--- src/rtl/ttt_game_engine.sv ---
// ---------------------------------------------------------------------------
// ttt_game_engine
//   Referee for an N x N "K in a row" game (tic-tac-toe when N=K=3).
//   The engine accepts one move per handshake and rejects illegal moves with
//   a one-cycle pulse. After each legal move it spends one CHECK cycle looking
//   for a run of K equal marks. It then declares a winner or a draw, or hands
//   the turn to the other player.
//
// Ports
//   clk        : system clock, rising edge active
//   rst_n      : asynchronous active-low reset
//   clear      : synchronous new-game request (highest priority)
//   move_valid : a move is offered on move_row/move_col/move_mark
//   move_ready : engine can take a move this cycle (PLAY and no clear)
//   move_row   : row index of the offered move
//   move_col   : column index of the offered move
//   move_mark  : ASCII "X" or "O" of the offered move
//   turn       : ASCII mark expected next, 8'h00 once the game is over
//   illegal    : one-cycle pulse after a rejected handshake
//   game_over  : high while in DONE
//   winner     : "X", "O", "D" (draw) or 8'h00
//   move_count : number of accepted moves in the current game
//   rd_row     : row index for the combinational board read port
//   rd_col     : column index for the combinational board read port
//   rd_mark    : ASCII mark at (rd_row, rd_col), 8'h00 if empty or off-board
// ---------------------------------------------------------------------------
module ttt_game_engine #(
   parameter int         N     = 3,
   parameter int         K     = 3,
   parameter logic [7:0] FIRST = 8'h58
) (
   input  logic                         clk,
   input  logic                         rst_n,
   input  logic                         clear,
   input  logic                         move_valid,
   output logic                         move_ready,
   input  logic [2:0]                   move_row,
   input  logic [2:0]                   move_col,
   input  logic [7:0]                   move_mark,
   output logic [7:0]                   turn,
   output logic                         illegal,
   output logic                         game_over,
   output logic [7:0]                   winner,
   output logic [$clog2(N*N+1)-1:0]     move_count,
   input  logic [2:0]                   rd_row,
   input  logic [2:0]                   rd_col,
   output logic [7:0]                   rd_mark
);

   localparam int CELLS = N * N;
   localparam int IDX_W = $clog2(CELLS);
   localparam int CNT_W = $clog2(CELLS + 1);

   localparam logic [7:0]       MARK_X = 8'h58;
   localparam logic [7:0]       MARK_O = 8'h4F;
   localparam logic [7:0]       MARK_D = 8'h44;
   localparam logic [2:0]       SIDE   = 3'(N);
   localparam logic [CNT_W-1:0] FULL   = CNT_W'(CELLS);

   localparam logic [1:0] PLAY  = 2'd0;
   localparam logic [1:0] CHECK = 2'd1;
   localparam logic [1:0] DONE  = 2'd2;

   // Each cell is a 2-bit code: 00 empty, 01 X, 10 O.
   logic [CELLS-1:0][1:0] board;
   logic [1:0]            state;
   logic                  run_found;
   logic                  move_in_range;
   logic                  move_legal;
   logic [IDX_W-1:0]      move_idx;
   logic                  rd_in_range;
   logic [IDX_W-1:0]      rd_idx;

   function automatic logic [1:0] enc(input logic [7:0] mark);
      return (mark == MARK_X) ? 2'b01 : 2'b10;
   endfunction

   function automatic logic [7:0] dec(input logic [1:0] code);
      case (code)
         2'b01:   return MARK_X;
         2'b10:   return MARK_O;
         default: return 8'h00;
      endcase
   endfunction

   // Row-major linear index; callers only use it for on-board coordinates.
   function automatic logic [IDX_W-1:0] cell_idx(input logic [2:0] r, input logic [2:0] c);
      logic [5:0] lin;
      lin = {3'b000, r} * 6'(N) + {3'b000, c};
      return IDX_W'(lin);
   endfunction

   // True when K cells starting at (r,c) and stepping by (dr,dc) all lie on
   // the board, are non-empty, and hold the same mark.
   function automatic logic run_from(input logic [CELLS-1:0][1:0] b,
                                     input int r, input int c,
                                     input int dr, input int dc);
      logic       hit;
      logic [1:0] lead;
      int         er;
      int         ec;
      hit  = 1'b0;
      lead = 2'b00;
      er   = r + (K - 1) * dr;
      ec   = c + (K - 1) * dc;
      if (er >= 0 && er < N && ec >= 0 && ec < N) begin
         lead = b[IDX_W'(r * N + c)];
         hit  = (lead != 2'b00);
         for (int i = 1; i < K; i++) begin
            if (b[IDX_W'((r + i * dr) * N + (c + i * dc))] != lead) hit = 1'b0;
         end
      end
      return hit;
   endfunction

   // Whole-board scan: every cell is tried as the start of a horizontal,
   // vertical, diagonal and anti-diagonal run.
   always_comb begin
      run_found = 1'b0;
      for (int r = 0; r < N; r++) begin
         for (int c = 0; c < N; c++) begin
            if (run_from(board, r, c, 0, 1) || run_from(board, r, c, 1, 0) ||
                run_from(board, r, c, 1, 1) || run_from(board, r, c, 1, -1))
               run_found = 1'b1;
         end
      end
   end

   assign move_ready    = (state == PLAY) && !clear;
   assign move_in_range = (move_row < SIDE) && (move_col < SIDE);
   assign move_idx      = move_in_range ? cell_idx(move_row, move_col) : '0;
   assign move_legal    = move_in_range && (board[move_idx] == 2'b00) && (move_mark == turn);

   assign rd_in_range = (rd_row < SIDE) && (rd_col < SIDE);
   assign rd_idx      = rd_in_range ? cell_idx(rd_row, rd_col) : '0;
   assign rd_mark     = rd_in_range ? dec(board[rd_idx]) : 8'h00;

   always_ff @(posedge clk or negedge rst_n) begin
      if (!rst_n) begin
         state      <= PLAY;
         board      <= '0;
         move_count <= '0;
         turn       <= FIRST;
         winner     <= 8'h00;
         game_over  <= 1'b0;
         illegal    <= 1'b0;
      end else begin
         illegal <= 1'b0;
         if (clear) begin
            state      <= PLAY;
            board      <= '0;
            move_count <= '0;
            turn       <= FIRST;
            winner     <= 8'h00;
            game_over  <= 1'b0;
         end else begin
            case (state)
               PLAY: begin
                  if (move_valid) begin
                     if (move_legal) begin
                        board[move_idx] <= enc(move_mark);
                        move_count      <= move_count + CNT_W'(1);
                        state           <= CHECK;
                     end else begin
                        illegal <= 1'b1;
                     end
                  end
               end
               CHECK: begin
                  // turn still holds the mark just placed, so it names the winner.
                  if (run_found) begin
                     winner    <= turn;
                     game_over <= 1'b1;
                     turn      <= 8'h00;
                     state     <= DONE;
                  end else if (move_count == FULL) begin
                     winner    <= MARK_D;
                     game_over <= 1'b1;
                     turn      <= 8'h00;
                     state     <= DONE;
                  end else begin
                     turn  <= (turn == MARK_X) ? MARK_O : MARK_X;
                     state <= PLAY;
                  end
               end
               DONE: begin
                  state <= DONE;
               end
               default: begin
                  state <= PLAY;
               end
            endcase
         end
      end
   end

endmodule

--- config.mk ---
export PLATFORM = sky130hd
export DESIGN_NAME = ttt_game_engine
export DESIGN_NICKNAME = d
export VERILOG_FILES = /design/src/rtl/ttt_game_engine.sv
export SDC_FILE = /design/constraint.sdc
export NUM_CORES = 1
export LEC_CHECK = 0
export CAP_MARGIN = 10
export CELL_PAD_IN_SITES_DETAIL_PLACEMENT = 2
export CELL_PAD_IN_SITES_GLOBAL_PLACEMENT = 2
export CORE_MARGIN = 2
export CORE_UTILIZATION = 30
export DETAILED_ROUTE_END_ITERATION = 10
export MAX_ROUTING_LAYER = met4
export PLACE_DENSITY_LB_ADDON = 0.15
export SYNTH_ARGS = -nofsm -noshare
export SYNTH_HDL_FRONTEND = slang
export SYNTH_SLANG_ARGS = --single-unit
--- constraint.sdc ---
create_clock -name clk -period 5.2 [get_ports clk]
set_clock_uncertainty 0.05 [all_clocks]
set_input_delay 0.52 -clock clk [delete_from_list [all_inputs] [get_ports clk]]
set_output_delay 0.52 -clock clk [all_outputs]
set_load 0.01 [all_outputs]
==> Word-level counts from Yosys, hierarchy flattened <==
Cells that the tools add are included.
{ "totals": {"regBits": 42, "latchBits": 0, "mem_bits_rw": 0, "rom_bits": 0, "input_bits": 24, "word_cells": 142, "memories": 0} }
{ "op_classes": {"add_sub_neg": 3, "mul": 2, "n_div": 0, "magnitude_cmp": 7, "eq_ne": 26, "shifts": 0, "muxes": 64, "bitwise": 0, "reduce_logical": 25} }
{ "op_table": {"columns": ["operator", "n"], "rows": [
  ["$mux 18", 4],
  ["$mux 8", 7],
  ["$mux 1", 29],
  ["$ne 2x2->1", 13],
  ["$mux 4", 6],
  ["$bwmux 18", 1],
  ["$mux 2", 9],
  ["$reduce_bool 2->1", 9],
  ["$bmux 2 s4", 2],
  ["$eq 8x7->1 const B", 2],
  ["$mux 7", 2],
  ["$pmux 7 s2", 1],
  ["$lt 3x2->1 const B", 4],
  ["$lt 4x5->1 const B", 2],
  ["$add 4x3->4", 2],
  ["$demux 2 s4", 1],
  ["$eq 8x8->1", 1],
  ["$mul 3x2->4 const B", 2],
  ["$logic_and 1x1->1", 6],
  ["$ne 2x2->1 const A", 3],
  ["$ne 3x3->1 const B", 2],
  ["$pmux 2 s3", 1],
  ["$mux 5", 1],
  ["$add 4x1->4 const B", 1],
  ["other kinds (10)", 16]
]} }

==> Logic depth before layout (Yosys ltp) <==
Gate-level depths: netlist of the first run.
{ "logic_depth": {"ltp_word": 13, "depth_mapped": 14} }

==> Worst setup path before layout of the first run <==
Ideal clock, no wire load.
{ "synth_timing": {"path_type": "input -> output", "start": "input rd_row[0]", "end": "output rd_mark[6]", "arrival_ps": 3330, "slack_ps": 1300, "stages": 10, "cell_sequence": "fa_1 -> ha_1 -> fa_1 -> mux4_2 -> a21oi_1 -> a21oi_1 -> mux2i_1 -> ha_1 -> nor2b_1 -> buf_4"} }
{ "synth_via": {"elab_chain_cells": 8} }
{ "synth_rtl": {"columns": ["item", "line_no", "source"], "rows": [
  ["start, declared", "45", "input logic [2:0] rd_row,"],
  ["$mul 3x2->4 / $lt 3x2->1 (equally long branches)", "89, 134", null],
  ["$add 4x3->4 / $logic_and 1x1->1 (equally long branches)", "89, 134", null],
  ["$mux 4", "135", "assign rd_idx = rd_in_range ? cell_idx(rd_row, rd_col) : '0;"],
  ["$bmux 2 s4", "136", "assign rd_mark = rd_in_range ? dec(board[rd_idx]) : 8'h00;"],
  ["$mux 2 (implied by the code)", "136", null],
  ["$eq 2x2->1 / $eq 2x1->1 (equally long branches)", "79", "case (code)"],
  ["$pmux 7 s2", "79", null],
  ["$mux 8 (*)", "136", null],
  ["end, declared", "47", "output logic [7:0] rd_mark"]
]} }
Mark *: on every way between the ends. The rest lies on a longest branch, timed or not. The select of a mux whose other input is x is not followed.

==> Worst setup path in the final report of the first run <==
{ "layout_timing": {"start": "input rd_row[1]", "end": "output rd_mark[3]"} }
The elaborated chain is that of the path after synthesis.

==> impl_metrics.env, run 1 <==
export IMPL_min_period_ps=4958
export IMPL_fmax_mhz=201.7
export IMPL_yosys_top_cells_count="dfrtp_1 (32), inv_1 (27), nor3_1 (18)"
export IMPL_cp_slowest_cell="fa_1"
export IMPL_netlist_area_mm2=0.002810
export IMPL_worstPathRequired_ps=4630
export IMPL_grt_usage_pct=18.81
export IMPL_antenna_found_initial=0
export IMPL_drc=0
export IMPL_die_h_um=100.8
export IMPL_status="finished, final reports clean"
export IMPL_dr_first_iter_drc_count=77
export IMPL_num_vias=2543
export IMPL_synth_seq_area_share_pct=30.37
export IMPL_tritoncts="done"
export IMPL_final_instance_count_excl_fill=459
export IMPL_drive_gt1_share_pct=7.759
export IMPL_synth_top_family_by_area="simple AND/OR/NAND/NOR gates"
export IMPL_n_antenna_cell=0
export IMPL_clkSinkCount=34
export IMPL_cts_setup_buffers=0
export IMPL_worst_ir_drop_vdd_uv=89.90
export IMPL_synth_top_flop_cell="dfrtp_1"
export IMPL_dp_hpwl_mm=6.565
export IMPL_drtPass1Iterations=4
export IMPL_hp_class="reg2reg"
export IMPL_design_power_total_mw=0.7150
export IMPL_relSlewSlack_pct=44.62
export IMPL_cts_root_buf="clkbuf_8"
export IMPL_synth_compound_area_share_pct=19.19
export IMPL_drtAntennaViolNets=0
export IMPL_ys_seq_elements=34
export IMPL_yosys_warnings=0
export IMPL_crit_type="in2out"
export IMPL_period_share_pct=95.35
export IMPL_num_fill_cells=1031
export IMPL_synthTopCellsByArea="dfrtp_1 (28%), ha_1 (4.5%), fa_1 (4.3%)"
export IMPL_start_kind="input port"
export IMPL_setup_violations=0
export IMPL_port_buffers=48
export IMPL_nNetsFinal=387
export IMPL_numCtsBuffers=5
export IMPL_fin_tns_setup_ps=0
export IMPL_avgSynthCellArea_um2=8.893
export IMPL_io_pins=55
export IMPL_grt_pass1_vias=2809
export IMPL_totalWireLength_mm=8.811
export IMPL_viasPerCell=5.540
export IMPL_grt_start_max_net_pins=39
export IMPL_hold_viol=0
export IMPL_dp_cells=451
export IMPL_path_cells="clkdlybuf4s50_1 -> fa_1 -> ha_1 -> fa_1 -> mux4_2 -> a21oi_1 -> a21oi_1 -> mux2i_1 -> ha_1 -> nor2b_1 -> clkdlybuf4s50_1"
export IMPL_max_cap_violations=0
export IMPL_end_kind="primary output"
export IMPL_core_area_mm2=0.009153
export IMPL_muxShareOfSynthArea_pct=4.230
export IMPL_synthSimpleGateAreaFrac_pct=24.09
export IMPL_synth_fa_ha_area_share_pct=8.727
export IMPL_cp_slowest_stage_delay_ps=650
export IMPL_synth_most_common_cell="dfrtp_1"
export IMPL_cp_max_fo=6
export IMPL_cts_buffer_depth=2
export IMPL_reg2reg_slack_ps=2560
export IMPL_synth_area_leader_cell="dfrtp_1"
export IMPL_powerDensity_mw_per_mm2=209.8
export IMPL_grt_overflow=0
export IMPL_clk_latency_ps=290
export IMPL_dp_slack_ps=180.2
export IMPL_num_rows=35
export IMPL_setup_ws_ps=242.0
export IMPL_place_area_mm2=0.003269
export IMPL_fp_dieArea_mm2=0.01016
export IMPL_synth_xor_area_share_pct=2.493
export IMPL_grt_pass1_wl_mm=14.72
export IMPL_p_leak_nw=1.295
export IMPL_synthDistinctLibCells=61
export IMPL_syn_to_final_growth_pct=21.24
export IMPL_post_drt_wl_per_cell_um=19.20
export IMPL_ctsHoldBuffers=0
export IMPL_synth_edf_count=0
export IMPL_rsz0062_at_grt="false"
export IMPL_netlist_area_leader_share_pct=28.50
export IMPL_ys_async_sr_fraction_pct=100.0
export IMPL_htree_num_levels=2
export IMPL_start_util_pct=30.70
export IMPL_slew_violations=0
export IMPL_cts_clk_slew_worst_paths_ps=80
export IMPL_worst_pin_slew_ps=830.7
export IMPL_die_x_um=100.8
export IMPL_arrival_ps=4390
export IMPL_postCtsResizedCells=0
export IMPL_gp_congestion=0.7800
export IMPL_fin_area_mm2=0.003407
export IMPL_synthCells=316
## cell type report
class | count | area, um2 | share of cell area, %
clock buffer | 5 | 68.82 | 2.020
clock inverter | 3 | 68.82 | 2.020
inverter | 27 | 101.3 | 2.975
multi-input combinational | 228 | 1673 | 49.10
sequential | 34 | 853.3 | 25.05
tap | 111 | 138.9 | 4.076
timing repair buffer | 51 | 503.0 | 14.76
## power breakdown
group | internal [mW] | leakage (nW) | switching (mW)
Clock | 0.192 | 0.0683 | 0.109
Sequential | 0.267 | 0.466 | 0.00194
Combinational | 0.0650 | 0.760 | 0.0803
Total | 0.524 | 1.29 | 0.191
## logic make-up after synthesis
| group | count (synthesis) |
|---|---|
| AND/OR/NAND/NOR | 118 |
| AO/OA/AOI/OAI | 72 |
| buffers and inverters | 59 |
| flip-flops | 34 |
| adder cells (fa/ha/maj) | 16 |
| XOR/XNOR | 8 |
| multiplexers | 8 |
| other | 1 |
## sequential cells by signal (all words and copies together) (netlist names)
register,cells
state,2
game_over,1
board,18
turn,3
move_count,4
illegal,1
winner,5
## routing by layer
layer	track usage [%]	routed length, um	vias to the layer above
li1	-	-	1201
met2	32.62	4570	45
met1	24.42	4023	1295
met3	2.288	201	2
met5	-	0	-
met4	1.897	15	0
## stage by stage
step           utilization, %  hold slack (ps)
2_1_floorplan               -            174.4
3_3_place_gp            35.72            463.4
3_5_place_dp            35.72            463.7
4_1_cts                 37.22            479.3
5_1_grt                 37.22            527.7
6_report                37.22            481.4
## path summary, 6_finish.rpt
kind,to,depth (start not counted),start
worst min-delay path,game_over,2,game_over
worst max-delay path,rd_mark[3],11,rd_row[1]
worst max register to register,board[16],6,board[7]
worst min register to register,game_over,2,game_over
max in group asynchronous,turn[4],2,rst_n
min in group asynchronous,move_count[0],2,rst_n
## critical path: cells and delay by family
kind	cells	cell delay [ps]
simple gates	1	170
mux	2	730
buf+inv	2	1130
fa+ha+maj	4	1600
compound gates	2	240
## placed cells by master (no fill, tap or decap), drive strengths merged, types with 3 or more instances in the layout
master	netlist	layout
o2111ai	4	4
clkdlybuf4s50	0	48
nand4	6	6
inv	27	27
nand2	16	16
or3	6	6
dfrtp	32	32
mux4	3	3
o31ai	4	4
nand3	5	5
and3	8	8
o211ai	5	5
mux2i	4	4
conb	1	6
or2	3	3
a31oi	4	4
and2	7	7
a221oi	3	3
or4	8	8
o41ai	6	6
buf	18	3
o21ai	8	8
xnor2	8	8
fa	6	6
o32ai	6	6
nor2	17	17
nor4bb	4	4
a21oi	18	18
nand2b	11	11
nor3	19	19
clkbuf	14	5
ha	10	10
(Power assumes the default switching activity.)
==> run 2, diff against run 1 <==
SETUP_SLACK_MARGIN = 0.3   (was default)
==> run 2 against run 1 <==
Final area is 0.44% higher. Via count up 0.16%. Die area unchanged. Critical path depth unchanged. Flip-flop and latch count unchanged. Register-to-register slack barely moved. Clock power is essentially flat. Fmax rose by 5.6%. Worst setup slack better by 260 ps. Combinational power increased by 3%. Critical path type unchanged. Largest cell class unchanged. Largest power group unchanged.
==> impl_metrics.env, run 2 (same netlist as run 1, synthesis figures left out) <==
export IMPL_max_cap_violations=0
export IMPL_viasPerCell=5.537
export IMPL_grt_usage_pct=19.01
export IMPL_worst_ir_drop_vdd_uv=89.90
export IMPL_reg2reg_depth=6
export IMPL_port_buffers=48
export IMPL_cp_num_buf_inv=3
export IMPL_tritoncts="done"
export IMPL_post_drt_wl_per_cell_um=19.26
export IMPL_drc=0
export IMPL_hold_start="game_over"
export IMPL_start_util_pct=30.70
export IMPL_cp_max_fo=5
export IMPL_hp_class="reg2reg"
export IMPL_die_h_um=100.8
export IMPL_antenna_found_initial=0
export IMPL_gp_congestion=0.7800
export IMPL_worst_pin_slew_ps=827.0
export IMPL_min_period_ps=4694
export IMPL_drtPass1Iterations=4
export IMPL_regMostFlops="board"
export IMPL_grt_pass1_wl_mm=14.86
export IMPL_path_cells="clkdlybuf4s50_1 -> fa_1 -> ha_1 -> fa_2 -> buf_4 -> or3_1 -> or2_2 -> mux2_2 -> ha_1 -> and2_1 -> clkdlybuf4s50_1"
export IMPL_largestRegisters="board: 18 flops, winner: 5 flops, move_count: 4 flops"
export IMPL_grt_pass1_vias=2823
export IMPL_num_fill_cells=1026
export IMPL_layout_common_cells="clkdlybuf4s50_1 (43), dfrtp_1 (32), inv_1 (27)"
export IMPL_layout_commonest_cell="clkdlybuf4s50_1"
export IMPL_core_area_mm2=0.009153
export IMPL_grt_overflow=0
export IMPL_cts_buffer_depth=2
export IMPL_intPower_mw=0.5264
export IMPL_period_share_pct=90.27
export IMPL_fin_tns_setup_ps=0
export IMPL_setup_ws_ps=506.1
export IMPL_clkSinkCount=34
export IMPL_drtAntennaViolNets=0
export IMPL_min_delay_path_depth=2
export IMPL_worstReg2RegStart="board[7]"
export IMPL_totalWireLength_mm=8.858
export IMPL_status="finished, final reports clean"
export IMPL_syn_to_final_growth_pct=21.77
export IMPL_htree_num_levels=2
export IMPL_hold_viol=0
export IMPL_cp_top_family="adder cells"
export IMPL_clk_latency_ps=290
export IMPL_end_kind="primary output"
export IMPL_clkPwrFrac_pct=41.8
export IMPL_io_pins=55
export IMPL_p_leak_nw=1.344
export IMPL_dp_slack_ps=180.2
export IMPL_worstHoldEndpoint="game_over"
export IMPL_grt_start_max_net_pins=39
export IMPL_start_kind="input port"
export IMPL_power_frac_seq_pct=37.3
export IMPL_fp_dieArea_mm2=0.01016
export IMPL_numCtsBuffers=5
export IMPL_swShare_pct=26.87
export IMPL_dp_hpwl_mm=6.565
export IMPL_cts_clk_slew_worst_paths_ps=80
export IMPL_relSlewSlack_pct=44.87
export IMPL_fmax_mhz=213.0
export IMPL_n_antenna_cell=0
export IMPL_setup_violations=0
export IMPL_ctsHoldBuffers=0
export IMPL_num_vias=2547
export IMPL_powerDensity_mw_per_mm2=210.4
export IMPL_slew_violations=0
export IMPL_rsz0062_at_grt="false"
export IMPL_die_x_um=100.8
export IMPL_nNetsFinal=388
export IMPL_arrival_ps=4120
export IMPL_cp_slowest_stage_delay_ps=500
export IMPL_r2r_end="board[16]"
export IMPL_largest_reg_flops=18
export IMPL_cp_slowest_cell="clkdlybuf4s50_1"
export IMPL_crit_type="in2out"
export IMPL_reg2reg_slack_ps=2570
export IMPL_switchingPower_mw=0.1935
export IMPL_worstPathRequired_ps=4630
export IMPL_design_power_total_mw=0.7199
export IMPL_dp_cells=451
export IMPL_dr_first_iter_drc_count=90
export IMPL_p_comb_share_pct=20.8
export IMPL_drive_gt1_share_pct=8.309
export IMPL_num_rows=35
export IMPL_cts_root_buf="clkbuf_8"
export IMPL_final_instance_count_excl_fill=460
-- run 2: cell types whose count changed in the layout (fill, tap and decap cells not counted), sizes merged --
cell and change:
dlygate4sd2 +2, buf +1, dlymetal6s2s +3, clkdlybuf4s50 -5
-- run 2: metrics by stage --
step / utilization (%) / instance area (um2) / hold WS, ps
CTS: 37.31 / 3415 / 479.3
global route: 37.39 / 3422 / 527.7
finish: 37.39 / 3422 / 481.4
detailed placement: 35.72 / 3269 / 463.7
floorplan: - / 2829 / 174.4
global placement: 35.72 / 3269 / 463.4
-- run 2: layer usage --
metal | track usage [%] | up-vias | routed length [um] | part of all wire [%]
met5 | - | - | 0 | 0
met4 | 1.897 | 0 | 15 | 0.17
met3 | 2.288 | 2 | 233 | 2.6
met2 | 33.08 | 43 | 4634 | 52
met1 | 24.59 | 1299 | 3974 | 45
li1 | - | 1203 | - | -
-- run 2: area by class of cell --
type / instances / area, um2 / area share [%]
clock inverter: 3 / 68.82 / 2.011
tap: 111 / 138.9 / 4.058
timing repair buffer: 52 / 515.5 / 15.06
inverter: 27 / 101.3 / 2.962
multi-input combinational: 228 / 1675 / 48.96
sequential: 34 / 853.3 / 24.94
clock buffer: 5 / 68.82 / 2.011
-- run 2: repair_timing --
action | 4_1_cts | 5_1_grt
buffers inserted | 1 | 0
endpoints found under the setup margin | 2 | 4
endpoints found under the hold margin | 0 | 0
gates resized for setup | 3 | 3
pin swaps | 1 | 0
-- run 2: worst max-delay path by stage --
stage                  to      start  cells past startpoint  slack [ps]
2_1_floorplan  rd_mark[6]  rd_row[0]                     10        1300
3_3_place_gp   rd_mark[3]  rd_row[1]                     11         340
3_5_place_dp   rd_mark[3]  rd_row[1]                     11         180
4_1_cts        rd_mark[4]  rd_row[1]                     11         390
5_1_grt        rd_mark[1]  rd_col[1]                     11         370
6_report       rd_mark[4]  rd_col[1]                     11         510
-- run 2: worst reg2reg max path: stages, from the launching register on --
cell and delay, ps:
dfrtp_1 510, nor3b_1 250, o21ai_0 140, a41oi_1 390, o221ai_4 400, or4_1 650
a21oi_1 160
-- run 2: power by group through the flow --
stage	Sequential, mW	Clock (mW)	Combinational [mW]
2_1_floorplan	0.275	0	0.0896
3_3_place_gp	0.274	0	0.142
3_5_place_dp	0.274	0	0.147
4_1_cts	0.269	0.309	0.152
5_1_grt	0.269	0.321	0.168
6_report	0.269	0.301	0.150
==> RTL change (config.mk and constraints of run 2) <==
Set the parameter `K` to 6 (it was 3). Comments in the files are not updated.
--- a/src/rtl/ttt_game_engine.sv
+++ b/src/rtl/ttt_game_engine.sv
@@ -27,5 +27,5 @@
 module ttt_game_engine #(
    parameter int         N     = 3,
-   parameter int         K     = 3,
+   parameter int         K     = 6,
    parameter logic [7:0] FIRST = 8'h58
 ) (
Function: same outputs for any inputs over 4 cycles, from zero or initial values and one cycle with rst_n low; that may be too few to reach the edited logic, so the function may still have changed.
==> RTL change against run 2 <==
  * Fmax fell by 0.85%
  * Sequential cell count down 5
  * Area after synthesis down 21%
  * Worst setup slack worse by 0.040 ns
  * Highest routed layer unchanged
  * Critical path depth shrank 1
  * Wire length decreased by 26%
  * Design area down 19%
  * Total power is 20% lower
  * Critical path type unchanged
  * Largest cell class unchanged
==> RTL change: results (changes against run 2) <==
INFO  metric outcome = complete, no violations (unchanged)
INFO  metric num-multi-input-gates = 173 (was 228)
INFO  metric setup_ws = 0.466 ns (was 0.506 ns)
INFO  metric placement.setup.worst_slack = 0.227 ns (was 0.180 ns)
INFO  metric drive_above_1_share = 0.0839 (was 0.0831)
INFO  metric final-instance-count-excl-fill = 385 (was 460)
INFO  metric vdd.ir_drop.worst = 0.0820 mV (was 0.0899 mV)
INFO  metric power.density_cell_area = 208 mW/mm^2 (was 210 mW/mm^2)
INFO  metric multi_input_area_share = 0.450 (was 0.490)
INFO  metric post_dp_cell_area = 0.00266 mm^2 (was 0.00327 mm^2)
INFO  metric clock_area_frac = 0.0363 (was 0.0402)
INFO  metric cellInternalPower = 0.000409 W (was 0.000526 W)
INFO  metric timing.rr.start = turn[3]$_DFFE_PN1N_ (was board[7]$_DFFE_PN0P_)
INFO  metric area_growth_syn_to_layout = 25.4% (was 21.8%)
INFO  metric layout.sequential_cells = 29 (was 34)
INFO  metric dr_wl_met2 = 3.19 mm (was 4.63 mm)
INFO  metric worst_case_hold_path_end_point = winner[2]$_DFFE_PN0P_ (was game_over$_DFFE_PN0P_)
INFO  metric crit_path_end = rd_mark[2] (was rd_mark[4])
INFO  metric timing.rr.end = board[14]$_DFFE_PN0P_ (was board[16]$_DFFE_PN0P_)
INFO  metric largest_net_degree_at_the_start_of_global_routing = 32 (was 39)
INFO  metric reg2reg_slack = 2.71 ns (was 2.57 ns)
INFO  metric crit_start = rd_row[0] (was rd_col[1])
INFO  metric hold_path_startpoint = winner[2]$_DFFE_PN0P_ (was game_over$_DFFE_PN0P_)
INFO  metric synth-seq-area-share = 0.327 (was 0.304)
INFO  metric grt_util_all_layers = 0.171 (was 0.190)
INFO  metric cts_repair_resize_count = 2 (was 3)
INFO  metric port-buffer-count = 44 (was 48)
INFO  metric final_wtd_congestion = 0.762 (was 0.780)
RTL change: cell count changes after synthesis, sizes merged, moves of 5 or more:
cell	delta
o22ai	+13
clkbuf	-11
nor3	-10
nand2b	-8
and2	-6
dfrtp	-5
o211ai	-5
o41ai	-5
or3	-5
RTL change: critical path, stage by stage:
cell and delay [ns]:
clkdlybuf4s50_1 0.47, fa_1 0.51, ha_1 0.23, fa_2 0.62, mux4_2 0.50, and2_1 0.19
o41ai_2 0.21, ha_1 0.18, and3_1 0.18, clkdlybuf4s50_1 0.55
RTL change: logic make-up after synthesis:
| logic type | synth area share |
|---|---|
| and+or+nand+nor | 0.196 |
| AOI/OAI and AO/OA | 0.166 |
| buffers and inverters | 0.129 |
| DFF | 0.327 |
| adders and majority gates | 0.110 |
| muxes | 0.0501 |
| xor gates and xnor gates | 0.0197 |
| other | 0.00169 |
